## src/rtl/echo_wb_ctrl.sv

```systemverilog
// echo_wb_ctrl: sequencer and write-back controller for the voice-corruptor echo loop.
//
// Owns the circular delay RAM. For every accepted sample tick it reads the delayed echo
// sample, strobes the gain stage (t1..t4), mixes the gain result G with the live input,
// saturates the sum to 10 bits, emits it on y_out and writes half of it back into the RAM.
//
// Ports:
//   clk, rst_n             clock (rising edge), asynchronous active-low reset
//   sample_tick            one-cycle pulse per audio sample
//   x_in, mode, delay_len  live sample, echo path select, echo delay (taken on accepted tick)
//   G                      signed gain-stage result, valid the cycle after the t1/t2/t3 strobe
//   ram_q                  delay RAM read data (synchronous RAM, 1-cycle latency)
//   t1, t2, t3, t4         gain-stage strobes (t4 clears the gain stage)
//   ram_addr, ram_we,
//   ram_wdata              delay RAM address (registered), write enable, write data
//   y_out, y_valid         mixed output sample (held) and its one-cycle update pulse
//   busy, overrun          sample in flight; sticky flag for a tick seen while busy
module echo_wb_ctrl #(
    parameter int unsigned ADDR_W = 13
) (
    input  logic                     clk,
    input  logic                     rst_n,
    input  logic                     sample_tick,
    input  logic signed [9:0]        x_in,
    input  logic        [1:0]        mode,
    input  logic        [ADDR_W-1:0] delay_len,
    input  logic signed [9:0]        G,
    input  logic        [8:0]        ram_q,
    output logic                     t1,
    output logic                     t2,
    output logic                     t3,
    output logic                     t4,
    output logic        [ADDR_W-1:0] ram_addr,
    output logic                     ram_we,
    output logic        [8:0]        ram_wdata,
    output logic signed [9:0]        y_out,
    output logic                     y_valid,
    output logic                     busy,
    output logic                     overrun
);

    typedef enum logic [2:0] {
        StIdle,
        StRaddr,
        StStrobe,
        StCapt,
        StWrite,
        StClr
    } state_e;

    state_e                state_q, state_d;
    logic [ADDR_W-1:0]     wr_ptr_q, wr_ptr_d;
    logic signed [9:0]     x_q, x_d;
    logic [1:0]            mode_q, mode_d;
    logic [ADDR_W-1:0]     ram_addr_q, ram_addr_d;
    logic signed [9:0]     y_q, y_d;
    logic                  overrun_q, overrun_d;

    logic signed [9:0]     g_sel;
    logic signed [10:0]    sum;

    // Bypass mode ignores the gain stage entirely.
    assign g_sel = (mode_q == 2'b11) ? 10'sd0 : G;
    assign sum   = {x_q[9], x_q} + {g_sel[9], g_sel};

    always_comb begin
        state_d    = state_q;
        wr_ptr_d   = wr_ptr_q;
        x_d        = x_q;
        mode_d     = mode_q;
        ram_addr_d = ram_addr_q;
        y_d        = y_q;
        overrun_d  = overrun_q | (sample_tick && (state_q != StIdle));
        t1         = 1'b0;
        t2         = 1'b0;
        t3         = 1'b0;
        t4         = 1'b0;
        ram_we     = 1'b0;
        ram_wdata  = 9'd0;
        y_valid    = 1'b0;

        unique case (state_q)
            StIdle: begin
                if (sample_tick) begin
                    x_d        = x_in;
                    mode_d     = mode;
                    // Read address is registered so it is on the RAM pins during RADDR.
                    ram_addr_d = wr_ptr_q - delay_len;
                    state_d    = StRaddr;
                end
            end
            StRaddr: begin
                state_d = StStrobe;
            end
            StStrobe: begin
                t1      = (mode_q == 2'b00);
                t2      = (mode_q == 2'b01);
                t3      = (mode_q == 2'b10);
                state_d = StCapt;
            end
            StCapt: begin
                // Overflow iff the two top bits of the 11-bit sum disagree.
                if (sum[10] != sum[9]) begin
                    y_d = sum[10] ? -10'sd512 : 10'sd511;
                end else begin
                    y_d = sum[9:0];
                end
                ram_addr_d = wr_ptr_q;
                state_d    = StWrite;
            end
            StWrite: begin
                y_valid   = 1'b1;
                ram_we    = 1'b1;
                // Arithmetic shift right by one of a 10-bit value fits 9 bits exactly.
                ram_wdata = y_q[9:1];
                state_d   = StClr;
            end
            StClr: begin
                t4       = 1'b1;
                wr_ptr_d = wr_ptr_q + 1'b1;
                state_d  = StIdle;
            end
            default: begin
                state_d = StIdle;
            end
        endcase
    end

    always_ff @(posedge clk or negedge rst_n) begin
        if (!rst_n) begin
            state_q    <= StIdle;
            wr_ptr_q   <= '0;
            x_q        <= '0;
            mode_q     <= '0;
            ram_addr_q <= '0;
            y_q        <= '0;
            overrun_q  <= 1'b0;
        end else begin
            state_q    <= state_d;
            wr_ptr_q   <= wr_ptr_d;
            x_q        <= x_d;
            mode_q     <= mode_d;
            ram_addr_q <= ram_addr_d;
            y_q        <= y_d;
            overrun_q  <= overrun_d;
        end
    end

    assign ram_addr = ram_addr_q;
    assign y_out    = y_q;
    assign busy     = (state_q != StIdle);
    assign overrun  = overrun_q;

endmodule

```

## config.mk

```make
export PLATFORM = sky130hd
export DESIGN_NAME = echo_wb_ctrl
export DESIGN_NICKNAME = d
export VERILOG_FILES = /design/src/rtl/echo_wb_ctrl.sv
export SDC_FILE = /design/constraint.sdc
export NUM_CORES = 1
export LEC_CHECK = 0
export CAP_MARGIN = 15
export CORE_MARGIN = 3
export CORE_UTILIZATION = 23
export CTS_CLUSTER_DIAMETER = 200
export DETAILED_ROUTE_END_ITERATION = 8
export SLEW_MARGIN = 20
export SYNTH_ARGS = -nofsm -noshare
export SYNTH_HDL_FRONTEND = slang
export SYNTH_SLANG_ARGS = --single-unit
```

## constraint.sdc

```tcl
create_clock -name clk -period 5.2 [get_ports clk]
set_clock_uncertainty 0.05 [all_clocks]
set_input_delay 1.04 -clock clk [delete_from_list [all_inputs] [get_ports clk]]
set_output_delay 1.04 -clock clk [all_outputs]
set_load 0.03 [all_outputs]
```

# Word-level counts from Yosys, hierarchy flattened

Index checks and enable logic that the tools add are counted.

Register bits after elaboration: 52
Input port bits: 47
Output and inout port bits: 40

$add $sub $neg: 3
Equal/unequal tests: 10
Multiplexer cells: 13
Bitwise operators: 1
Reduce and logical (&&, ||, !) cells: 7

Operators by type and width:

| kind                                                 | count |
|---|---|
| 2-to-1 mux 10 bit                                    | 3 |
| case mux 13 bit (2 select lines)                     | 1 |
| case mux 3 bit (5 select lines)                      | 1 |
| adder 13 x 1 -> 13 bit (second input constant)       | 1 |
| 2-to-1 mux 13 bit                                    | 1 |
| subtractor 13 bit                                    | 1 |
| adder 10 x 10 -> 11 bit                              | 1 |
| 2-to-1 mux 9 bit                                     | 1 |
| equality test 3 x 2 -> 1 bit (second input constant) | 2 |
| equality test 3 bit (second input constant)          | 2 |
| 2-to-1 mux 1 bit                                     | 5 |
| equality test 2 bit (second input constant)          | 2 |
| AND reduction 2 bit                                  | 2 |
| equality test 3 x 1 -> 1 bit (second input constant) | 1 |
| zero test 3 bit                                      | 1 |
| 2-to-1 mux 3 bit                                     | 1 |
| nonzero test 3 bit                                   | 1 |
| equality test 2 x 1 -> 1 bit (second input constant) | 1 |
| zero test 2 bit                                      | 1 |
| != test 2 bit (second input constant)                | 1 |
| nonzero test 2 bit                                   | 1 |
| logical AND 1 bit                                    | 1 |
| != test 1 bit                                        | 1 |
| OR 1 bit                                             | 1 |

# Logic depth before layout (Yosys ltp)

Gate-level depths: netlist of run 1.

Word-level depth: 5
Gate-level depth with buffers: 12
Gate-level depth less buffers: 11

# Worst setup path before layout of run 1

Ideal clock, no wire load.

Kind: input to register
Start point: input port G[0]
End point: register y_q[0], in the netlist y_out[0]
Arrival: 3.042 ns
Data required time: 5.024 ns
Setup slack: 1.982 ns
Cell stages on the path: 10
Path buffers: 0
Cells stage by stage: and2_1 > ha_1 > fa_1 > a211oi_1 > o21a_1 > o211ai_1 > a2111oi_0 > a31oi_1 > nand3_1 > nand3_1

Word-level cells in the longest chain between the ends: 4

RTL lines:

| element                                                   | line     | text |
|---|---|---|
| from (decl)                                               | 27       | `input logic signed [9:0] G,` |
| 2-to-1 mux 10 bit *                                       | 63       | `assign g_sel = (mode_q == 2'b11) ? 10'sd0 : G;` |
| adder 10 x 10 -> 11 bit *                                 | 64       | `assign sum = {x_q[9], x_q} + {g_sel[9], g_sel};` |
| 2-to-1 mux 10 bit / != test 1 bit (equally long branches) | 104, 103 |  |
| 2-to-1 mux 10 bit *                                       | 103      | `if (sum[10] != sum[9]) begin` |
| to (signal assigned)                                      | 144      | `y_q <= y_d;` |
| to (decl)                                                 | 56       | `logic signed [9:0] y_q, y_d;` |

Mark *: on every way between the ends. The rest lies on a longest branch, timed or not.
A chain may end at the register's enable or synchronous reset.

# Worst setup path after layout of run 1

Same ends and word-level chain as after synthesis.

==> results.md, run 1 <==
- Status: complete, no violations
- Nets: 530
- CP Max Fanout: 8
- Number of synthesized flops with an enable pin: 0
- Routed WL: about 9000 µm
- Syn Inst Count: 388
- Total track usage: 11.0%
- ANT nets after route: 0
- Max cap viols: 0
- Layout cell share with drive strength beyond 1: 3.05%
- Post-DP HPWL: 6860 µm
- Clk pin slew, worst setup/hold paths: 0.06 ns
- Worst skew pair latency: a little under 0.3 ns
- F_max: 0.274 GHz
- Post-Syn Area per Cell: about 8.7 µm²
- Residual DRC: 0
- Distinct cells, synth: 54
- Initial core utilization: 23.9%
- Finished Core Util: 31.9%
- Final setup viols: 0
- Vias: 2949
- Root Buffer Master: clkbuf_16
- Crit path launch: G[0]
- Critical Path End Type: register
- R2R Setup Slk: 1.94 ns
- Crit path to: y_out[0]
- First-pass GRT wire length: 14400 µm
- Hold Path Stages: 1
- Final setup TNS: 0 ns
- Crit Path Category: primary input to register
- H-tree Lvls: 2
- Post-CTS Resized: 0
- CTS sink count: 52
- GP Congestion: ~0.82
- Worst path arrival time: 3.76 ns
- Top cell type's share of synthesized area: 38.4%
- Synth area leaders: dfrtp_1, ha_1, nand2_1, xnor2_1, and2_1
- I/O pins: just under 90
- Synthesis warning total: 0
- Critical R2R Launch: mode_q[1]
- Crit share post-route: 70.3%
- Vias/cell: 4.62
- Synth-to-layout area growth: 33.2%
- Reg2Reg Capture Point: y_out[0]
- Row cnt: 43
- Syn Std Cell Area: between 3000 and 4000 µm²
- Max-slew violations: 0
- Slew headroom: around 30%
- WL/cell: 13.9 µm
- Req. time, crit path: 5.31 ns
- Worst R2R Path Depth: 11
- Syn nets: 460
- Lkg Pwr: 1.98 nW
- Core area: about 14000 µm²
- CTS tree: done
- Synth Register Bits: 52
- Num CTS Buffers: 5
- Unrepaired setup endpoints after global routing: false
- Startpoint types: primary input
- Ys async rst share: between 90% and 100%
- Primary FF master, synth: dfrtp_1
- PnR Total Power: 2.40 mW
- Postcts setup bufs: 0
- Chip width: about 130 µm
- Hold_buf cts: 0
- Power Density: 534 nW/µm²
- Slew @ Worst Pin: around 1.0 ns
- Final min period: around 3.7 ns
- Drt pass-1 iters: 4
- Iter 0 DRT Violations: 93
- Vias in the first global route: 2918
- Initial antenna violation count: 0
- Pin count of the biggest net entering global routing: between 50 and 60
- Total grt overflow: 0
- Die area: 16200 µm²
- Final Hold Viols: 0
- Port bufs: 77
- Ant diodes: 0
- CTS max path bufs: 2
- Largest area contributor in the netlist: dfrtp_1
- Die height: approximately 130 µm
- Sequential fraction of the synthesis area: roughly two fifths
- Hold WC Path Type: register to register
- Max IR drop VDD: 0.156 mV
[cells in the final DEF, fill, tap and decap left out, drive strengths merged, types with 2 or more instances in the layout]
cell type / netlist / routed
a2111oi: 3 / 3
a211o: 2 / 2
a211oi: 6 / 6
a21o: 5 / 5
a21oi: 14 / 14
a221o: 3 / 3
a221oi: 3 / 3
a22oi: 5 / 5
a31oi: 4 / 4
and2: 21 / 21
and3: 4 / 4
and3b: 2 / 2
buf: 5 / 3
clkbuf: 11 / 7
clkdlybuf4s50: 0 / 76
dfrtp: 52 / 52
fa: 2 / 2
ha: 23 / 23
inv: 18 / 18
nand2: 65 / 65
nand2b: 6 / 6
nand3: 13 / 13
nand3b: 5 / 5
nand4: 4 / 4
nor2: 29 / 29
nor2b: 6 / 6
nor3: 7 / 7
nor3b: 5 / 5
o211ai: 2 / 2
o21a: 5 / 5
o21ai: 14 / 14
o221ai: 3 / 3
o311ai: 2 / 2
o31ai: 2 / 2
or2: 2 / 2
xnor2: 17 / 17
xor2: 7 / 7
[layout make-up]
cell class,instances,area (µm²)
Fill cell,1474,9640
Multi-Input combinational cell,302,1950
Sequential cell,52,1300
Timing Repair Buffer,79,781
Tap cell,180,225
Clock buffer,7,153
Inverter,18,67.6
Clock inverter,1,30.0
[critical path, stage by stage]
cell             delay, ns
clkdlybuf4s50_1       0.39
and2_1                0.14
ha_1                  0.22
fa_1                  0.43
a211oi_1              0.35
o21a_1                0.20
o211ai_1              0.08
a2111oi_0             0.44
a31oi_1               0.21
nand3_1               0.16
nand3_1               0.10
[how the worst min path moves through the flow]
stage / startpoint / to / slack [ns]
floorplan: x_q[0] / x_q[0] / 0.40
global placement: overrun / overrun / 0.39
detailed placement: overrun / overrun / 0.40
CTS: overrun / overrun / 0.41
global route: overrun / overrun / 0.44
finish: overrun / overrun / 0.41
[per-layer routing]
layer / vias up / GRT usage, % / routed length (µm)
met4: 0 / 4.16 / 175
met3: 11 / 2.38 / 436
li1: 1494 / - / -
met2: 78 / 16.4 / 3920
met1: 1366 / 15.5 / 4360
met5: - / 0 / 0
[registers in the layout, summed over array words and instances, names as in the netlist]
signal,cells
mode_q,2
overrun,1
ram_addr,13
state_q,3
wr_ptr_q,13
x_q,10
y_out,10
[power breakdown]
| part | switching [mW] | internal (mW) | total (mW) | leakage (nW) |
|---|---|---|---|---|
| Sequential | 0.126 | 0.553 | 0.679 | 0.653 |
| Combinational | 0.772 | 0.553 | 1.32 | 1.24 |
| Clock | 0.147 | 0.254 | 0.401 | 0.0901 |
[cells by family after synthesis]
| group | after synthesis | synth area share, % |
|---|---|---|
| simple gates | 172 | 24.8 |
| compound gates | 79 | 16.3 |
| flops | 52 | 38.4 |
| buf+inv | 34 | 3.96 |
| fa+ha+maj | 25 | 9.69 |
| xor+xnor | 24 | 6.21 |
| mux | 2 | 0.628 |
[through the flow]
step	area, µm²	setup WS [ns]	std cells	hold WS [ns]
6_report	4510	1.54	639	0.410
5_1_grt	4510	1.21	639	0.445
4_1_cts	4510	1.56	639	0.415
3_5_place_dp	4320	1.29	631	0.400
3_3_place_gp	4320	1.27	631	0.392
2_1_floorplan	3380	1.98	388	0.402
[synthesized netlist by cell type, drive strengths merged, types with 2 or more instances]
library cell and count:
nand2 65, dfrtp 52, nor2 29, ha 23, and2 21, inv 18
xnor2 17, a21oi 14, o21ai 14, nand3 13, clkbuf 11, nor3 7
xor2 7, a211oi 6, nand2b 6, nor2b 6, a21o 5, a22oi 5
buf 5, nand3b 5, nor3b 5, o21a 5, a31oi 4, and3 4
nand4 4, a2111oi 3, a221o 3, a221oi 3, o221ai 3, a211o 2
and3b 2, fa 2, o211ai 2, o311ai 2, o31ai 2, or2 2
Note: power is estimated with default switching activity, not from simulation.
==> inputs of run 2 (changes only) <==
==> constraint.sdc (replaced) <==
create_clock -name clk -period 3.55 [get_ports clk]
set_clock_uncertainty 0.05 [all_clocks]
set_input_delay 0.71 -clock clk [delete_from_list [all_inputs] [get_ports clk]]
set_output_delay 0.71 -clock clk [all_outputs]
set_load 0.03 [all_outputs]
==> run 2 against run 1 <==
Net effect:
- worst hold slack improved by 0.0049 ns
- wire length rose by 2.2%
- non-clock buffer count rose by 5
- clock power rose by 37%
- clock-buffer cell count fell by 1
==> results.md, run 2 (synthesis gave the netlist of run 1 again) <==
- Status: complete, no violations (unchanged)
- PnR worst setup slack: 0.160 ns (was 1.54 ns)
- CTS tree: done (unchanged)
- Synth-to-layout area growth: 33.9% (was 33.2%)
- Critical Path End Type: register (unchanged)
- Final setup viols: 0 (unchanged)
- Nets: 535 (was 530)
- Slew @ Worst Pin: 0.840 ns (was 1.05 ns)
- Dpl ws: -0.124 ns (was 1.29 ns)
- Slowest stage cell on the critical path: a2111oi_1 (was a2111oi_0)
- Commonest non-fill, non-tap cell in the layout: clkdlybuf4s50_1 (unchanged)
- Die height: 127 µm (unchanged)
- Finished Core Util: 32.0% (was 31.9%)
- ANT nets after route: 0 (unchanged)
- PnR Total Power: 3.53 mW (was 2.40 mW)
- Final Hold Viols: 0 (unchanged)
- Worst skew pair latency: 0.29 ns (about the same)
- Max cap viols: 0 (unchanged)
- Vias/cell: 4.68 (was 4.62)
- Layout cell share with drive strength beyond 1: 4.09% (was 3.05%)
- Chip width: 127 µm (unchanged)
- Die area: 16200 µm² (unchanged)
- F_max: 0.295 GHz
- Post-route insts no fill: 644 (was 639)
- GP Congestion: 0.857 (was 0.820)
- Final min period: 3.39 ns
- Port bufs: 77 (unchanged)
- WL/cell: 14.1 µm (was 13.9 µm)
- Crit Path Category: primary input to register (unchanged)
- Drt pass-1 iters: 4 (unchanged)
- Core area: 14100 µm² (unchanged)
- Startpoint types: primary input (unchanged)
- Initial antenna violation count: 0 (unchanged)
- Routed WL: 9080 µm (was 8880 µm)
- CP cell instances: clkdlybuf4s50_1 -> and2_1 -> ha_1 -> fa_1 -> a211oi_1 -> o21a_1 -> o211ai_1 -> a2111oi_1 -> a31oi_2 -> nand3_1 -> nand3_1 (was clkdlybuf4s50_1 -> and2_1 -> ha_1 -> fa_1 -> a211oi_1 -> o21a_1 -> o211ai_1 -> a2111oi_0 -> a31oi_1 -> nand3_1 -> nand3_1)
- First-pass GRT wire length: 14700 µm (was 14400 µm)
- Total grt overflow: 0 (unchanged)
- CP max stage delay: 0.56 ns (was 0.44 ns)
- Lkg Pwr: 2.00 nW (was 1.98 nW)
- I/O pins: 87 (unchanged)
- Slew headroom: 44.0% (was 29.9%)
- Hold WC Path Type: register to register (unchanged)
- Total track usage: 11.2% (was 11.0%)
- Num CTS Buffers: 5 (unchanged)
- Power Density: 778 nW/µm² (was 534 nW/µm²)
- CP Max Fanout: 8 (unchanged)
- Placed Cells: 636 (was 631)
- Vias: 3013 (was 2949)
- Residual DRC: 0 (unchanged)
- Initial core utilization: 23.9% (unchanged)
- Most frequent cells in the layout: clkdlybuf4s50_1, nand2_1, dfrtp_1 (unchanged)
- Iter 0 DRT Violations: 105 (was 93)
- Critical R2R Launch: mode_q[0] (was mode_q[1])
- CTS max path bufs: 2 (unchanged)
- Req. time, crit path: 3.66 ns (was 5.31 ns)
- Unrepaired setup endpoints after global routing: false (unchanged)
- H-tree Lvls: 2 (unchanged)
- Worst path arrival time: 3.50 ns (was 3.76 ns)
- Crit path launch: G[0] (unchanged)
- Min-delay src: overrun (unchanged)
- Clk pin slew, worst setup/hold paths: 0.07 ns (was 0.06 ns)
- Max IR drop VDD: 0.259 mV (was 0.156 mV)
- Most frequent cell on the critical path: nand3_1 (unchanged)
- Row cnt: 43 (unchanged)
- Pin count of the biggest net entering global routing: 37 (was 53)
- Vias in the first global route: 2958 (was 2918)
- Max-slew violations: 0 (unchanged)
- Root Buffer Master: clkbuf_16 (unchanged)
- CTS sink count: 52 (unchanged)
- Crit share post-route: a little over nine tenths
- Post-DP HPWL: 7120 µm (was 6860 µm)
- Ant diodes: 0 (unchanged)
[run 2: cell types whose count changed in the layout (fill, tap and decap cells not counted)]
cell,before,now
a2111oi_0,2,1
a31oi_2,0,1
clkbuf_8,2,0
clkinv_2,0,1
a2111oi_1,1,2
buf_4,2,7
clkbuf_1,0,1
a31oi_1,4,3
[run 2: what timing repair did]
action | 4_1_cts | 5_1_grt
hold buffers | 0 | 0
setup buffers | 0 | 0
setup endpoints to repair | 0 | 8
resized for setup | 0 | 2
[run 2: layer usage]
metal  GRT usage, %  up-vias  part of all wire [%]
li1               -     1501                     -
met1           15.3     1421                    47
met2           17.9       81                    45
met3           2.13       10                   5.3
met4           3.85        0                   1.9
met5              0        -                     0
[run 2: critical path: cells and delay by family]
kind                       cells  cell delay [ns]
adders and majority gates      2             0.62
buffers and inverters          1             0.39
AOI/OAI and AO/OA              5             1.40
and+or+nand+nor                3             0.37
[run 2: stage by stage]
stage	instance area, µm²	TNS, ns	hold slack [ns]
4_1_cts	4530	0	0.418
5_1_grt	4530	0	0.424
3_5_place_dp	4360	-0.796	0.402
6_report	4530	0	0.415
3_3_place_gp	4360	0	0.393
2_1_floorplan	3380	0	0.364
[run 2: cell type report]
| type | count | area [µm²] |
|---|---|---|
| inverters | 18 | 67.6 |
| well taps | 180 | 225 |
| flip-flops and latches | 52 | 1300 |
| fillers | 1465 | 9620 |
| repair buffers | 84 | 818 |
| multi-input cells | 302 | 1960 |
| clock inverters | 2 | 35.0 |
| clock buffers | 6 | 129 |
[run 2: worst paths after layout]
check	endpoint	slack, ns	cells after the start
min in group asynchronous	ram_addr[4]	0.46	1
max in group asynchronous	ram_addr[0]	2.22	2
worst min register to register	overrun	0.41	1
worst max-delay path	y_out[8]	0.16	11
worst max register to register	y_out[8]	0.24	11
worst min-delay path	overrun	0.41	1
[run 2: power breakdown]
group	leakage (nW)	switching [mW]	internal, mW
sequential	0.653	0.182	0.811
combinational	1.26	1.15	0.839
clock	0.0808	0.216	0.332
total	2.00	1.55	1.98
==> inputs of run 3 (changes only) <==
--- a/config.mk
+++ b/config.mk
@@ -10,7 +10,7 @@
 export CORE_UTILIZATION = 23
 export CTS_CLUSTER_DIAMETER = 200
 export DETAILED_ROUTE_END_ITERATION = 8
-export SLEW_MARGIN = 20
+export SKIP_LAST_GASP = 1
 export SYNTH_ARGS = -nofsm -noshare
 export SYNTH_HDL_FRONTEND = slang
 export SYNTH_SLANG_ARGS = --single-unit
==> results of run 3 <==
Final layout, timing and power as in run 2 (identical DEF).
